==> src/rtl/spi_bank_pkg.sv <==
// rtl/spi_bank_pkg.sv - command codes and FSM states shared by the SPI bank loader
package spi_bank_pkg;

   localparam logic [7:0] CMD_WRITE = 8'h02;
   localparam logic [7:0] CMD_READ  = 8'h03;

   typedef enum logic [2:0] {
      ST_IDLE,
      ST_CMD,
      ST_ADDR_H,
      ST_ADDR_L,
      ST_WR_DATA,
      ST_RD_DATA,
      ST_DROP
   } state_e;

endpackage

==> src/rtl/spi_sync_edge.sv <==
// rtl/spi_sync_edge.sv - 2-FF synchronizers for sclk/cs_n/mosi with sclk and cs_n edge detection
module spi_sync_edge (
   input  logic clk,
   input  logic rst_n,
   input  logic sclk_i,
   input  logic cs_n_i,
   input  logic mosi_i,
   output logic sclk_rise_o,
   output logic sclk_fall_o,
   output logic cs_n_o,
   output logic cs_fall_o,
   output logic cs_rise_o,
   output logic mosi_o
);

   logic [2:0] sclk_q;
   logic [2:0] cs_q;
   logic [1:0] mosi_q;

   // cs_n resets low so a host already mid-frame produces no falling edge after reset
   always_ff @(posedge clk or negedge rst_n) begin
      if (!rst_n) begin
         sclk_q <= '0;
         cs_q   <= '0;
         mosi_q <= '0;
      end else begin
         sclk_q <= {sclk_q[1:0], sclk_i};
         cs_q   <= {cs_q[1:0], cs_n_i};
         mosi_q <= {mosi_q[0], mosi_i};
      end
   end

   assign sclk_rise_o = sclk_q[1] & ~sclk_q[2];
   assign sclk_fall_o = ~sclk_q[1] & sclk_q[2];
   assign cs_n_o      = cs_q[1];
   assign cs_fall_o   = ~cs_q[1] & cs_q[2];
   assign cs_rise_o   = cs_q[1] & ~cs_q[2];
   assign mosi_o      = mosi_q[1];

endmodule

==> src/rtl/spi_bank_loader.sv <==
// rtl/spi_bank_loader.sv - SPI-slave frame decoder driving one bank write port
// Optional readback (CMD 0x03, MISO path) enabled by SPI_BANK_LOADER_READBACK_EN.
module spi_bank_loader
   import spi_bank_pkg::*;
#(
   parameter int ADDR_WIDTH = 13,
   parameter int DATA_WIDTH = 8,
   parameter int DATA_DEPTH = 1024
) (
   input  logic                  clk,
   input  logic                  rst_n,
   input  logic                  spi_sclk,
   input  logic                  spi_cs_n,
   input  logic                  spi_mosi,
   output logic                  spi_miso,
   output logic [ADDR_WIDTH-1:0] addr_b,
   output logic                  wrenb,
   output logic [DATA_WIDTH-1:0] data_b,
   output logic                  csen,
   output logic [ADDR_WIDTH-1:0] addr_a,
   output logic                  rdena,
   input  logic [DATA_WIDTH-1:0] data_a,
   output logic                  busy,
   output logic                  load_done,
   output logic [ADDR_WIDTH:0]   byte_count
);

   logic sclk_rise, sclk_fall, cs_n_s, cs_fall, cs_rise, mosi_s;

   spi_sync_edge u_sync (
      .clk         (clk),
      .rst_n       (rst_n),
      .sclk_i      (spi_sclk),
      .cs_n_i      (spi_cs_n),
      .mosi_i      (spi_mosi),
      .sclk_rise_o (sclk_rise),
      .sclk_fall_o (sclk_fall),
      .cs_n_o      (cs_n_s),
      .cs_fall_o   (cs_fall),
      .cs_rise_o   (cs_rise),
      .mosi_o      (mosi_s)
   );

   logic [2:0]            bitcnt_q, bitcnt_d;
   logic [DATA_WIDTH-2:0] rx_q, rx_d;

   always_comb begin
      bitcnt_d = bitcnt_q;
      rx_d     = rx_q;
      if (cs_n_s) begin
         bitcnt_d = '0;
      end else if (sclk_rise) begin
         bitcnt_d = bitcnt_q + 3'd1;
         rx_d     = {rx_q[DATA_WIDTH-3:0], mosi_s};
      end
   end

   always_ff @(posedge clk or negedge rst_n) begin
      if (!rst_n) begin
         bitcnt_q <= '0;
         rx_q     <= '0;
      end else begin
         bitcnt_q <= bitcnt_d;
         rx_q     <= rx_d;
      end
   end

   // The completing byte is taken straight from the shifter so a byte ending
   // together with cs_n rising is still written before the frame closes.
   logic                  byte_done;
   logic [DATA_WIDTH-1:0] byte_w;
   assign byte_done = sclk_rise && (bitcnt_q == 3'd7);
   assign byte_w    = {rx_q, mosi_s};

   state_e                state_q;
   logic [ADDR_WIDTH-1:0] addr_q, addr_b_q;
   logic [7:0]            addr_hi_q;
   logic [DATA_WIDTH-1:0] data_b_q;
   logic [ADDR_WIDTH:0]   byte_count_q;
   logic                  wrenb_q, csen_q, busy_q, load_done_q, ld_pend_q;
   logic                  wr_now, cmd_ok;
   logic [ADDR_WIDTH-1:0] start_addr;

   assign wr_now     = (state_q == ST_WR_DATA) && byte_done;
   assign start_addr = ADDR_WIDTH'({addr_hi_q, byte_w});

   function automatic logic [ADDR_WIDTH-1:0] addr_next(input logic [ADDR_WIDTH-1:0] a);
      return (a == ADDR_WIDTH'(DATA_DEPTH - 1)) ? '0 : a + ADDR_WIDTH'(1);
   endfunction

`ifdef SPI_BANK_LOADER_READBACK_EN
   logic                  is_rd_q, rdena_q, rd_pend_q, miso_q;
   logic [ADDR_WIDTH-1:0] addr_a_q;
   logic [DATA_WIDTH-1:0] tx_q;
   assign cmd_ok   = (byte_w == CMD_WRITE) || (byte_w == CMD_READ);
   assign spi_miso = miso_q;
   assign rdena    = rdena_q;
   assign addr_a   = addr_a_q;
`else
   logic unused_rb;
   assign cmd_ok    = (byte_w == CMD_WRITE);
   assign spi_miso  = 1'b0;
   assign rdena     = 1'b0;
   assign addr_a    = '0;
   assign unused_rb = ^{data_a, sclk_fall};
`endif

   always_ff @(posedge clk or negedge rst_n) begin
      if (!rst_n) begin
         state_q      <= ST_IDLE;
         addr_q       <= '0;
         addr_hi_q    <= '0;
         addr_b_q     <= '0;
         data_b_q     <= '0;
         byte_count_q <= '0;
         wrenb_q      <= 1'b0;
         csen_q       <= 1'b0;
         busy_q       <= 1'b0;
         load_done_q  <= 1'b0;
         ld_pend_q    <= 1'b0;
`ifdef SPI_BANK_LOADER_READBACK_EN
         is_rd_q      <= 1'b0;
         rdena_q      <= 1'b0;
         rd_pend_q    <= 1'b0;
         miso_q       <= 1'b0;
         addr_a_q     <= '0;
         tx_q         <= '0;
`endif
      end else begin
         wrenb_q     <= 1'b0;
         csen_q      <= 1'b0;
         ld_pend_q   <= 1'b0;
         load_done_q <= ld_pend_q;
`ifdef SPI_BANK_LOADER_READBACK_EN
         rdena_q     <= 1'b0;
         rd_pend_q   <= rdena_q;
`endif
         if (wr_now) begin
            wrenb_q  <= 1'b1;
            csen_q   <= 1'b1;
            addr_b_q <= addr_q;
            data_b_q <= byte_w;
            addr_q   <= addr_next(addr_q);
            if (~&byte_count_q)
               byte_count_q <= byte_count_q + (ADDR_WIDTH+1)'(1);
         end

         if ((state_q != ST_IDLE) && cs_rise) begin
            state_q   <= ST_IDLE;
            busy_q    <= 1'b0;
            ld_pend_q <= (byte_count_q != '0) || wr_now;
`ifdef SPI_BANK_LOADER_READBACK_EN
            miso_q    <= 1'b0;
`endif
         end else begin
            case (state_q)
               ST_IDLE: begin
                  if (cs_fall) begin
                     state_q      <= ST_CMD;
                     busy_q       <= 1'b1;
                     byte_count_q <= '0;
                  end
               end
               ST_CMD: begin
                  if (byte_done) begin
                     state_q <= cmd_ok ? ST_ADDR_H : ST_DROP;
`ifdef SPI_BANK_LOADER_READBACK_EN
                     is_rd_q <= (byte_w == CMD_READ);
`endif
                  end
               end
               ST_ADDR_H: begin
                  if (byte_done) begin
                     addr_hi_q <= byte_w;
                     state_q   <= ST_ADDR_L;
                  end
               end
               ST_ADDR_L: begin
                  if (byte_done) begin
                     addr_q  <= start_addr;
                     state_q <= ST_WR_DATA;
`ifdef SPI_BANK_LOADER_READBACK_EN
                     if (is_rd_q) begin
                        state_q  <= ST_RD_DATA;
                        rdena_q  <= 1'b1;
                        csen_q   <= 1'b1;
                        addr_a_q <= start_addr;
                     end
`endif
                  end
               end
`ifdef SPI_BANK_LOADER_READBACK_EN
               ST_RD_DATA: begin
                  if (byte_done) begin
                     addr_q   <= addr_next(addr_q);
                     rdena_q  <= 1'b1;
                     csen_q   <= 1'b1;
                     addr_a_q <= addr_next(addr_q);
                  end
                  // MSB is presented on load; the fall closing a byte must not shift it away
                  if (rd_pend_q) begin
                     miso_q <= data_a[DATA_WIDTH-1];
                     tx_q   <= {data_a[DATA_WIDTH-2:0], 1'b0};
                  end else if (sclk_fall && (bitcnt_q != 3'd0)) begin
                     miso_q <= tx_q[DATA_WIDTH-1];
                     tx_q   <= {tx_q[DATA_WIDTH-2:0], 1'b0};
                  end
               end
`endif
               default: ;
            endcase
         end
      end
   end

   assign addr_b     = addr_b_q;
   assign wrenb      = wrenb_q;
   assign data_b     = data_b_q;
   assign csen       = csen_q;
   assign busy       = busy_q;
   assign load_done  = load_done_q;
   assign byte_count = byte_count_q;

endmodule

==> config.mk <==
export PLATFORM = sky130hd
export DESIGN_NAME = spi_bank_loader
export DESIGN_NICKNAME = d
export VERILOG_FILES = /design/src/rtl/spi_bank_pkg.sv /design/src/rtl/spi_sync_edge.sv /design/src/rtl/spi_bank_loader.sv
export SDC_FILE = /design/constraint.sdc
export NUM_CORES = 1
export LEC_CHECK = 0
export ABC_AREA = 0
export CAP_MARGIN = 20
export CORE_MARGIN = 3
export CORE_UTILIZATION = 35
export DETAILED_ROUTE_END_ITERATION = 8
export SLEW_MARGIN = 40
export SYNTH_ARGS = -nofsm -noshare
export SYNTH_HDL_FRONTEND = slang
export SYNTH_SLANG_ARGS = --single-unit
export TNS_END_PERCENT = 100
==> constraint.sdc <==
create_clock -name clk -period 3.1 [get_ports clk]
set_input_delay 0.31 -clock clk [delete_from_list [all_inputs] [get_ports clk]]
set_output_delay 0.31 -clock clk [all_outputs]
set_load 0.005 [all_outputs]
* After elaboration in Yosys (flattened, before gate mapping)
Index checks and enable logic that the tools add are counted.
Widths: inputs -> output; s select.
** Storage, ports and cells
- Register bits after elaboration :: 78
- Latch bits :: 0
- Bits in writable memories :: 0
- ROM bits :: 0
- Output and inout port bits :: 54
- Memories :: 0
** Operators by class
- Add/sub/neg operators :: 3
- Multipliers :: 0
- Divide/modulo/power cells :: 0
- Magnitude comparators :: 0
- Equal/unequal tests :: 11
- Shift-type cells :: 0
- Mux-type cells :: 24
- Bitwise operators :: 7
- Reduce and logical (&&, ||, !) cells :: 16
** Operator list (number)
- $mux 14 :: 5
- $mux 13 :: 5
- $mux 3 :: 8
- $add 14x1->14 const B :: 1
- $reduce_and 14->1 :: 1
- $reduce_bool 14->1 :: 1
- $add 13x1->13 const B :: 1
- $eq 13x10->1 const B :: 1
- $ne 3x3->1 const B :: 4
- $pmux 3 s4 :: 1
- $eq 8x2->1 const B :: 1
- $eq 3x2->1 const B :: 2
- $eq 3x3->1 const B :: 2
- $reduce_bool 2->1 :: 3
- $mux 1 :: 5
- $reduce_and 5->1 :: 1
- $reduce_bool 5->1 :: 1
- $not 1->1 :: 4
- $reduce_and 2->1 :: 2
- $add 3x1->3 const B :: 1
- $and 1x1->1 :: 3
- $eq 3x1->1 const B :: 1
- $logic_and 1x1->1 :: 3
- $logic_not 3->1 :: 1
- other kinds (3) :: 3

* Logic depth before layout (Yosys ltp)
Gate-level depths: netlist (run 1).
- Depth after elaboration :: 8
- Mapped depth :: 8
- Gate-level depth less buffers :: 8

* By module
Synthesis (run 1) repeated with hierarchy kept, for this count alone.
** Second synthesis, totals
- Cells, all modules :: 368
- Area, all modules :: 3619.7 µm²
** By module, submodules not included
- spi_bank_loader :: times used 1, cells each 356, area each 3384.5 µm², sequential area each 1751.7 µm²
- spi_sync_edge :: times used 1, cells each 12, area each 235.2 µm², sequential area each 200.2 µm²

* Worst setup path before layout (run 1)
Ideal clock, no wire load.
- Path type :: flip-flop to flip-flop
- Start point :: reg bitcnt_q[0]
- End point :: reg addr_hi_q[0]
- Setup time :: 128 ps
- Arrival time :: 1722 ps
- Slack :: 1251 ps
- Stages on the path, launching flop included :: 7
- Buffers on the path :: 1
- Clock period less this slack :: 1849 ps
- Cell sequence :: dfrtp_1 ha_1 ha_1 nand3b_4 or4_1 clkbuf_1 mux2_1
** On the way
- Longest elaborated chain between the ends :: 3
** Ends and longest elaborated chain
- from (decl) :: RTL line spi_bank_loader.sv:44 : logic [2:0] bitcnt_q, bitcnt_d;
- from (signal assigned) :: RTL line spi_bank_loader.sv:63 : bitcnt_q <= bitcnt_d;
- $eq 3x3->1 :: RTL line spi_bank_loader.sv:72 : assign byte_done = sclk_rise && (bitcnt_q == 3'd7);
- $logic_and 1x1->1 :: RTL line spi_bank_loader.sv:72
- $reduce_and 3->1 (no line)
- to (signal assigned) :: RTL line spi_bank_loader.sv:174 : addr_hi_q <= byte_w;
- to (decl) :: RTL line spi_bank_loader.sv:77 : logic [7:0] addr_hi_q;
Every way passes these cells.
A chain may end at the register's enable or synchronous reset.

* Worst setup path in the final report (run 1)
- Start point :: reg bitcnt_q[0]
- End point :: reg addr_q[7]
** On the way
- Longest elaborated chain between the ends :: 7
** Ends and longest elaborated chain
- $eq 3x3->1 (*) :: RTL line spi_bank_loader.sv:72
- $logic_and 1x1->1 (*) :: RTL line spi_bank_loader.sv:72
- $logic_and 1x1->1 :: RTL line spi_bank_loader.sv:84 : assign wr_now = (state_q == ST_WR_DATA) && byte_done;
- $mux 13 :: RTL line spi_bank_loader.sv:138 : if (wr_now) begin
- $mux 13 :: RTL line spi_bank_loader.sv:179 : if (byte_done) begin
- $mux 13 :: RTL line spi_bank_loader.sv:156 : case (state_q)
- $mux 13 (*) :: RTL line spi_bank_loader.sv:148 : if ((state_q != ST_IDLE) && cs_rise) begin
- to (signal assigned) :: RTL line spi_bank_loader.sv:143 : addr_q <= addr_next(addr_q);
- to (signal assigned) :: RTL line spi_bank_loader.sv:180 : addr_q <= start_addr;
- to (decl) :: RTL line spi_bank_loader.sv:76 : logic [ADDR_WIDTH-1:0] addr_q, addr_b_q;
Mark *: on every way between the ends. The rest lies on a longest branch, timed or not.

==> out/qor.csv, run 1 <==
metric;value;unit
drtAntennaViolNets;0;
fin_skew;0.00832;ns
crit_type;flop to flop;
fmax;482;MHz
post_cts_resized;0;
crit_path_end_kind;flop;
vias_per_cell;4.85;
ios;67;
ys_warn_count;0;
async_flop_share;1.00;
crit_path_max_fanout;30;
power_density;490;mW/mm²
dieArea;0.0117;mm²
ir_worst_vdd;0.174;mV
syn_inst;354;
grt_start_max_net_pins;79;
clkTransAtPathRegs;0.08;ns
antenna_found_initial;0;
cap_violations;0;
cts_setup_buffers;0;
hold_ws;-0.0165;ns
ff_latch_area;0.00195;mm²
power_leakage;2.07;nW
r2r_cells;8;
rsz0062_at_grt;false;
tightest_slew;0.698;ns
clockRootBuffer;clkbuf_8;
numCtsBuffers;9;
synth-seq-cells;78;
grt_use_total;0.135;
syn_avg_cell_area;10.3;µm²
area_growth;19.7;%
die_h;108;µm
final-setup-viol-count;0;
fin_util;0.439;
grt_pass1_wl;12400;µm
power;0.00214;W
fillCellCount;964;
wl_per_cell;13.4;µm
status;finished with violations;
synth_edf_count;0;
multi_input_area;0.00154;mm²
reg2reg_from;bitcnt_q[0]$_DFFE_PN0P_;
cts-htree-levels;3;
first_pass_iters;5;
startpoint_type;flop;
hold_viol_final;32;
r2r-end;addr_q[7]$_DFF_PN0_;
violations;hold timing;
diodes;0;
fin_crit;2.07;ns
port_buffers;43;
synth_cell_types;55;
fp.dieW;108;µm
grt_pass1_vias;2537;
slew_headroom;0.534;
clkSinkCount;78;
dpl.hpwl;4880;µm
ys_seq_area_frac;0.535;
worstPathRequired;3.35;ns
crit_arrival;2.33;ns
setup_tns;0;ns
floorplan.rows;36;
holdBufCountCts;0;
clock_path_buffers;2;
drc_errors;0;
drive_gt1_frac;0.109;
nets;415;
post-route-period-util;0.669;
clk_latency;0.35;ns
synth_ff_type;dfrtp_1;
routed_wl;7190;µm
drt-initial-drc-count;122;
start_util;0.367;
hp-class;primary input to async pin;
slew_violations;0;
r2r_setup_slack;1.03;ns
vias;2593;
overflow;0;
syn_area;0.00365;mm²
place_congestion;0.797;
tritoncts;done;
core-area;0.00995;mm²
## layer usage
metal  GRT usage  up-vias  wire (µm)
li1            -     1255          -
met3      0.0209        8        277
met2       0.200       58       3290
met1       0.189     1272       3480
met4      0.0703        0        143
met5           0        -          0
## layout by cell type, fill, tap and decap left out, types with 2 or more instances in the layout
| master | instances |
|---|---|
| a211oi_1 | 6 |
| a21oi_1 | 5 |
| a31oi_1 | 4 |
| and3_1 | 2 |
| and4_1 | 2 |
| buf_4 | 3 |
| bufinv_16 | 3 |
| clkbuf_8 | 9 |
| clkdlybuf4s50_1 | 42 |
| clkinv_2 | 3 |
| conb_1 | 15 |
| dfrtp_1 | 78 |
| ha_1 | 5 |
| inv_1 | 4 |
| mux2_1 | 5 |
| mux2_2 | 7 |
| mux2i_1 | 3 |
| nand2_1 | 87 |
| nand2b_1 | 3 |
| nand3_1 | 7 |
| nand4_1 | 5 |
| nand4_2 | 2 |
| nor2_1 | 26 |
| nor2_2 | 2 |
| nor3_1 | 8 |
| nor3_4 | 2 |
| nor3b_1 | 2 |
| nor4_1 | 5 |
| nor4_2 | 2 |
| o211a_1 | 2 |
| o21ai_0 | 4 |
| o21ai_1 | 4 |
| or2_2 | 2 |
| or4_1 | 2 |
| xnor2_1 | 11 |
| xor2_1 | 9 |
## cells in the mapped netlist, types with 6 or more instances
| library cell | number | area (µm²) |
|---|---|---|
| nand2_1 | 87 | 327 |
| dfrtp_1 | 78 | 1950 |
| nor2_1 | 27 | 101 |
| buf_4 | 16 | 120 |
| xnor2_1 | 11 | 96.3 |
| xor2_1 | 9 | 78.8 |
| nor3_1 | 8 | 40.0 |
| clkbuf_1 | 7 | 26.3 |
| mux2_2 | 7 | 78.8 |
| nand3_1 | 7 | 35.0 |
| a211oi_1 | 6 | 45.0 |
## cells by family after synthesis
kind of cell | after synthesis | synth area share
fa+ha+maj | 5 | 0.0171
mux | 15 | 0.0452
simple gates | 172 | 0.242
compound gates | 30 | 0.0541
flops | 78 | 0.535
other cells | 1 | 0.00103
xor+xnor | 20 | 0.0480
buf+inv | 33 | 0.0579
## through the flow
| step | std cells | setup WS, ns | instance area, µm² |
|---|---|---|---|
| 2_1_floorplan | 368 | 1.25 | 3700 |
| 3_3_place_gp | 519 | 0.927 | 4130 |
| 3_5_place_dp | 519 | 0.851 | 4130 |
| 4_1_cts | 535 | 0.842 | 4370 |
| 5_1_grt | 535 | 0.832 | 4370 |
| 6_report | 535 | 1.03 | 4370 |
## report_power, final
part | internal [W] | leakage, nW | switching [W] | total [W]
combinational | 0.0000522 | 0.896 | 0.0000491 | 0.000101
clock | 0.000530 | 0.119 | 0.000375 | 0.000905
sequential | 0.00106 | 1.05 | 0.0000692 | 0.00113
total | 0.00165 | 2.07 | 0.000493 | 0.00214
## state kept, by name (all words and copies together), names as in the netlist
signal and flops:
csen 1, byte_count 14, bitcnt_q 3, rx_q 7, u_sync.mosi_q 2, u_sync.sclk_q 3, ld_pend_q 1, u_sync.cs_q 3
busy 1, load_done 1, data_b 8, addr_b 13, state_q 3, addr_hi_q 5, addr_q 13
## layout make-up
cell class | instances | area share
Sequential cell | 78 | 0.447
Clock inverter | 7 | 0.0258
Timing Repair Buffer | 46 | 0.104
Multi-Input combinational cell | 257 | 0.353
Tap cell | 133 | 0.0381
Clock buffer | 9 | 0.0283
Inverter | 5 | 0.00429
## critical path, stage by stage (launching register included)
cell and delay, ns:
dfrtp_1 0.40, ha_1 0.22, ha_1 0.22, and3b_1 0.23
nand2_1 0.10, buf_4 0.32, nor3_1 0.12, xnor2_1 0.14
a211oi_1 0.23
## worst max path at each step
stage,from,endpoint,slack [ns],depth (start not counted)
2_1_floorplan,bitcnt_q[0]$_DFFE_PN0P_,addr_hi_q[0]$_DFFE_PN0P_,1.25,6
3_3_place_gp,bitcnt_q[0]$_DFFE_PN0P_,addr_q[2]$_DFF_PN0_,0.93,6
3_5_place_dp,bitcnt_q[0]$_DFFE_PN0P_,addr_q[2]$_DFF_PN0_,0.85,6
4_1_cts,bitcnt_q[0]$_DFFE_PN0P_,addr_q[2]$_DFF_PN0_,0.84,6
5_1_grt,bitcnt_q[0]$_DFFE_PN0P_,byte_count[11]$_DFF_PN0_,0.83,7
6_report,bitcnt_q[0]$_DFFE_PN0P_,addr_q[7]$_DFF_PN0_,1.03,8
No activity file was read; power rests on OpenSTA's default activity.
==> run 2: changes to the inputs <==
==> constraint.sdc (replaced) <==
create_clock -name clk -period 2.1 [get_ports clk]
set_input_delay 0.21 -clock clk [delete_from_list [all_inputs] [get_ports clk]]
set_output_delay 0.21 -clock clk [all_outputs]
set_load 0.005 [all_outputs]
==> out/qor.csv, run 2 (synthesis gave the netlist of run 1 again) <==
metric;value;unit;change
fin_skew;0.00810;ns;was 0.00832 ns
diodes;0;;unchanged
hold_viol_final;0;;was 32
core-area;0.00995;mm²;unchanged
floorplan.rows;36;;unchanged
fin_crit;1.98;ns;was 2.07 ns
area_growth;21.7;%;was 19.7%
grt_pass1_vias;2533;;was 2537
critPathTopFamily;simple AND/OR/NAND/NOR gates;;unchanged
clock_path_buffers;2;;unchanged
tightest_slew;0.570;ns;was 0.698 ns
slew_violations;0;;unchanged
drt-initial-drc-count;93;;was 122
clk_latency;0.34;ns;was 0.35 ns
vias_per_cell;4.80;;was 4.85
ir_worst_vdd;0.335;mV;was 0.174 mV
tritoncts;done;;unchanged
drive_gt1_frac;0.130;;was 0.109
final-setup-viol-count;0;;unchanged
first_pass_iters;4;;was 5
antenna_found_initial;0;;unchanged
largest_register_ffs;14;;unchanged
power_leakage;2.11;nW;was 2.07 nW
routed_wl;7410;µm;was 7190 µm
nets;423;;was 415
clockRootBuffer;clkbuf_8;;unchanged
slew_headroom;0.619;;was 0.534
cp_common_cell;ha_1;;unchanged
status;finished, final reports clean;;was finished with violations
numCtsBuffers;9;;unchanged
dieArea;0.0117;mm²;unchanged
rsz0062_at_grt;false;;unchanged
die_h;108;µm;unchanged
placed_area;0.00421;mm²;was 0.00413 mm²
power_density;680;mW/mm²;was 490 mW/mm²
r2r_setup_slack;0.12;ns;was 1.03 ns
cap_violations;0;;unchanged
dpl.hpwl;5220;µm;was 4880 µm
crit_path_max_fanout;12;;was 30
drtAntennaViolNets;0;;unchanged
grt_pass1_wl;12500;µm;was 12400 µm
grt_use_total;0.137;;was 0.135
hp-class;primary input to flop;;was primary input to async pin
cts-htree-levels;3;;unchanged
final_area;0.00444;mm²;was 0.00437 mm²
overflow;0;;unchanged
clkTransAtPathRegs;0.08;ns;about the same
vias;2599;;was 2593
mostFrequentLayoutCell;nand2_1;;unchanged
crit_slowest_cell;or2_2;;was dfrtp_1
worstPathRequired;2.32;ns;was 3.35 ns
crit_arrival;2.20;ns;was 2.33 ns
crit_path_max_incr_delay;0.44;ns;was 0.40 ns
start_util;0.367;;unchanged
crit_chain;ha_1 -> ha_1 -> and3b_2 -> nand3b_1 -> or2_2 -> o22ai_1 -> a21oi_1;;was ha_1 -> ha_1 -> and3b_1 -> nand2_1 -> buf_4 -> nor3_1 -> xnor2_1 -> a211oi_1
setup_tns;0;ns;unchanged
drc_errors;0;;unchanged
post-route-period-util;0.942;;was 0.669
layout_common_cells;nand2_1 (86), dfrtp_1 (78), clkdlybuf4s50_1 (42);;was nand2_1 (87), dfrtp_1 (78), clkdlybuf4s50_1 (42)
startpoint_type;flop;;unchanged
crit_type;flop to flop;;unchanged
wl_per_cell;13.7;µm;was 13.4 µm
clkSinkCount;78;;unchanged
crit_path_end_kind;flop;;unchanged
fmax;506;MHz;was 482 MHz
place_congestion;0.784;;was 0.797
ios;67;;unchanged
grt_start_max_net_pins;44;;was 79
path_buf_inv;0;;was 1
fp.dieW;108;µm;unchanged
port_buffers;43;;unchanged
-- run 2: final timing paths --
path | cells past startpoint | startpoint | end
worst min-delay path | 1 | spi_mosi | u_sync.mosi_q[0]$_DFF_PN0_
worst min register to register | 0 | u_sync.mosi_q[0]$_DFF_PN0_ | u_sync.mosi_q[1]$_DFF_PN0_
worst max register to register | 7 | bitcnt_q[0]$_DFFE_PN0P_ | addr_q[12]$_DFF_PN0_
min in group asynchronous | 2 | rst_n | u_sync.sclk_q[0]$_DFF_PN0_
max in group asynchronous | 3 | rst_n | addr_b[12]$_DFFE_PN0N_
worst max-delay path | 7 | bitcnt_q[0]$_DFFE_PN0P_ | addr_q[12]$_DFF_PN0_
-- run 2: cell type report --
class | instances | area [µm²]
well taps | 133 | 166
repair buffers | 54 | 538
multi-input cells | 257 | 1560
clock buffers | 10 | 128
inverters | 5 | 22.5
clock inverters | 5 | 75.1
flip-flops and latches | 78 | 1950
fillers | 956 | 5510
-- run 2: per-layer routing --
metal	up-vias	share of wire	routed length, µm	GRT usage
li1	1276	-	-	-
met1	1261	0.49	3620	0.186
met2	51	0.45	3360	0.210
met3	11	0.038	285	0.0328
met4	0	0.020	147	0.0577
met5	-	0	0	0
-- run 2: power by group --
part	total, W	internal, W	switching [W]
logic	0.000161	0.0000840	0.0000768
registers	0.00167	0.00157	0.0000990
clock network	0.00119	0.000658	0.000531
total	0.00302	0.00231	0.000707
-- run 2: repair_timing --
item / 4_1_cts / 5_1_grt
buffers inserted: 0 / 0
resized for setup: 1 / 5
hold endpoints to repair: 35 / 0
endpoints found under the setup margin: 1 / 29
hold buffers: 1 / 0
-- run 2: stage by stage --
stage / utilization / hold WS [ns] / cells / power [W] / setup WS [ns]
floorplan: - / -0.0856 / 368 / 0.00178 / 0.251
global placement: 0.422 / 0.200 / 526 / 0.00186 / 0.0435
detailed placement: 0.422 / 0.202 / 526 / 0.00187 / 0.00410
CTS: 0.444 / 0.285 / 542 / 0.00306 / 0.0451
global route: 0.446 / 0.275 / 542 / 0.00316 / 0.00140
finish: 0.446 / 0.300 / 542 / 0.00302 / 0.122
==> run 3: changes to the inputs <==
--- a/config.mk
+++ b/config.mk
@@ -8,10 +8,11 @@
 export ABC_AREA = 0
 export CAP_MARGIN = 20
 export CORE_MARGIN = 3
-export CORE_UTILIZATION = 35
+export CORE_UTILIZATION = 44
 export DETAILED_ROUTE_END_ITERATION = 8
+export PLACE_DENSITY = 0.69
 export SLEW_MARGIN = 40
 export SYNTH_ARGS = -nofsm -noshare
 export SYNTH_HDL_FRONTEND = slang
 export SYNTH_SLANG_ARGS = --single-unit
-export TNS_END_PERCENT = 100
+export TNS_END_PERCENT = 20
==> out/qor.csv, run 3 (synthesis gave the netlist of run 1 again) <==
metric;value;unit;change
final_area;0.00437;mm²;was 0.00444 mm²
clock_path_buffers;2;;unchanged
vias_per_cell;5.13;;was 4.80
clkSinkCount;78;;unchanged
cts-htree-levels;3;;unchanged
startpoint_type;flop;;unchanged
worstPathRequired;2.33;ns;was 2.32 ns
clkTransAtPathRegs;0.08;ns;about the same
ios;67;;unchanged
antenna_found_initial;0;;unchanged
largest_register_ffs;14;;unchanged
final-setup-viol-count;0;;unchanged
path_buf_inv;0;;unchanged
tightest_slew;0.552;ns;was 0.570 ns
slew_headroom;0.631;;was 0.619
critPathTopFamily;simple AND/OR/NAND/NOR gates;;unchanged
fp.dieW;97.1;µm;was 108 µm
start_util;0.463;;was 0.367
clk_latency;0.35;ns;was 0.34 ns
drive_gt1_frac;0.134;;was 0.130
fmax;507;MHz;was 506 MHz
dieArea;0.00943;mm²;was 0.0117 mm²
area_growth;19.6;%;was 21.7%
mostFrequentLayoutCell;nand2_1;;unchanged
setup_tns;0;ns;unchanged
grt_start_max_net_pins;41;;was 44
die_h;97.1;µm;was 108 µm
overflow;0;;unchanged
crit_type;flop to flop;;unchanged
fin_skew;0.0109;ns;was 0.00810 ns
fin_crit;1.97;ns;was 1.98 ns
crit_chain;ha_1 -> ha_1 -> and3b_2 -> nand3b_1 -> or2_2 -> o22ai_1 -> a21oi_1;;unchanged
post-route-period-util;0.939;;was 0.942
power_leakage;2.09;nW;was 2.11 nW
hold_ws;0.297;ns;was 0.300 ns
power;0.00287;W;was 0.00302 W
hp-class;primary input to flop;;unchanged
grt_pass1_wl;12400;µm;was 12500 µm
dpl.hpwl;5110;µm;was 5220 µm
crit_path_end_kind;flop;;unchanged
tritoncts;done;;unchanged
crit_path_max_incr_delay;0.45;ns;was 0.44 ns
routed_wl;7260;µm;was 7410 µm
clockRootBuffer;clkbuf_8;;unchanged
cp_common_cell;ha_1;;unchanged
rsz0062_at_grt;true;;was false
power_density;657;mW/mm²;was 680 mW/mm²
slew_violations;0;;unchanged
cap_violations;0;;unchanged
grt_use_total;0.159;;was 0.137
place_congestion;0.831;;was 0.784
first_pass_iters;4;;unchanged
ff_latch_area;0.00195;mm²;unchanged
nets;424;;was 423
grt_pass1_vias;2527;;was 2533
drc_errors;0;;unchanged
hold_viol_final;0;;unchanged
fillCellCount;698;;was 956
vias;2632;;was 2599
ir_worst_vdd;0.345;mV;was 0.335 mV
cts_setup_buffers;0;;unchanged
status;finished, final reports clean;;unchanged
multi_input_area;0.00156;mm²;about the same
crit_arrival;2.20;ns;about the same
core-area;0.00789;mm²;was 0.00995 mm²
crit_path_max_fanout;12;;unchanged
port_buffers;43;;unchanged
wl_per_cell;14.2;µm;was 13.7 µm
layout_common_cells;nand2_1 (87), dfrtp_1 (78), clkdlybuf4s50_1 (42);;was nand2_1 (86), dfrtp_1 (78), clkdlybuf4s50_1 (42)
drt-initial-drc-count;69;;was 93
numCtsBuffers;9;;unchanged
placed_area;0.00416;mm²;was 0.00421 mm²
crit_slowest_cell;or2_2;;unchanged
fin_util;0.554;;was 0.446
floorplan.rows;32;;was 36
diodes;0;;unchanged
drtAntennaViolNets;0;;unchanged
[run 3: cell count changes in the layout (fill, tap and decap cells not counted), moves of 2 or more]
cell	before	now
inv_6	0	3
buf_4	9	11
bufinv_16	2	0
clkinv_2	3	1
[run 3: repair_timing]
item,in CTS,in global routing
hold buffers,1,0
gates resized for setup,1,4
endpoints found under the hold margin,39,0
endpoints found under the setup margin,6,13
[run 3: worst reg2reg max path, delay by kind of cell (launching register included)]
kind                     cells  cell delay (ns)
AND/OR/NAND/NOR              3             0.86
flip-flops                   1             0.37
AO/OA/AOI/OAI                2             0.27
adder cells (fa/ha/maj)      2             0.36
[run 3: final timing paths]
check                      cells past startpoint                         end  slack [ns]               startpoint
hold / removal                                 1  u_sync.mosi_q[0]$_DFF_PN0_        0.30                 spi_mosi
hold reg to reg                                0         load_done$_DFF_PN0_        0.35      ld_pend_q$_DFF_PN0_
setup reg to reg                               7        addr_q[12]$_DFF_PN0_        0.13  bitcnt_q[0]$_DFFE_PN0P_
max in group asynchronous                      3    u_sync.cs_q[1]$_DFF_PN0_        1.13                    rst_n
min in group asynchronous                      2       addr_b[6]$_DFFE_PN0N_        0.37                    rst_n
setup / recovery                               7        addr_q[12]$_DFF_PN0_        0.13  bitcnt_q[0]$_DFFE_PN0P_
[run 3: metrics by stage]
stage,cells,setup WS (ns)
after global placement,496,0.0211
after global routing,513,-0.0110
after detailed placement,496,-0.0461
final,513,0.127
after floorplan,368,0.251
after CTS,513,0.0887
[run 3: where the power goes]
| group | leakage [nW] | total [W] | switching (W) | internal (W) |
|---|---|---|---|---|
| Combinational | 0.953 | 0.000161 | 0.0000770 | 0.0000839 |
| Clock | 0.0866 | 0.00103 | 0.000591 | 0.000441 |
| Sequential | 1.05 | 0.00168 | 0.000104 | 0.00157 |
[run 3: final cells by class]
| cell class | instances | share of cell area |
|---|---|---|
| timing repair buffer | 55 | 0.122 |
| multi-input combinational | 257 | 0.357 |
| tap | 102 | 0.0292 |
| clock buffer | 9 | 0.0284 |
| clock inverter | 7 | 0.0126 |
| inverter | 5 | 0.00430 |
| sequential | 78 | 0.447 |
[run 3: layer usage]
layer  vias to the layer above  global-route usage  part of all wire
li1                       1277                   -                 -
met1                      1292               0.223              0.45
met2                        53               0.250              0.49
met3                        10              0.0294             0.040
met4                         0              0.0508             0.014
met5                         -                   0                 0
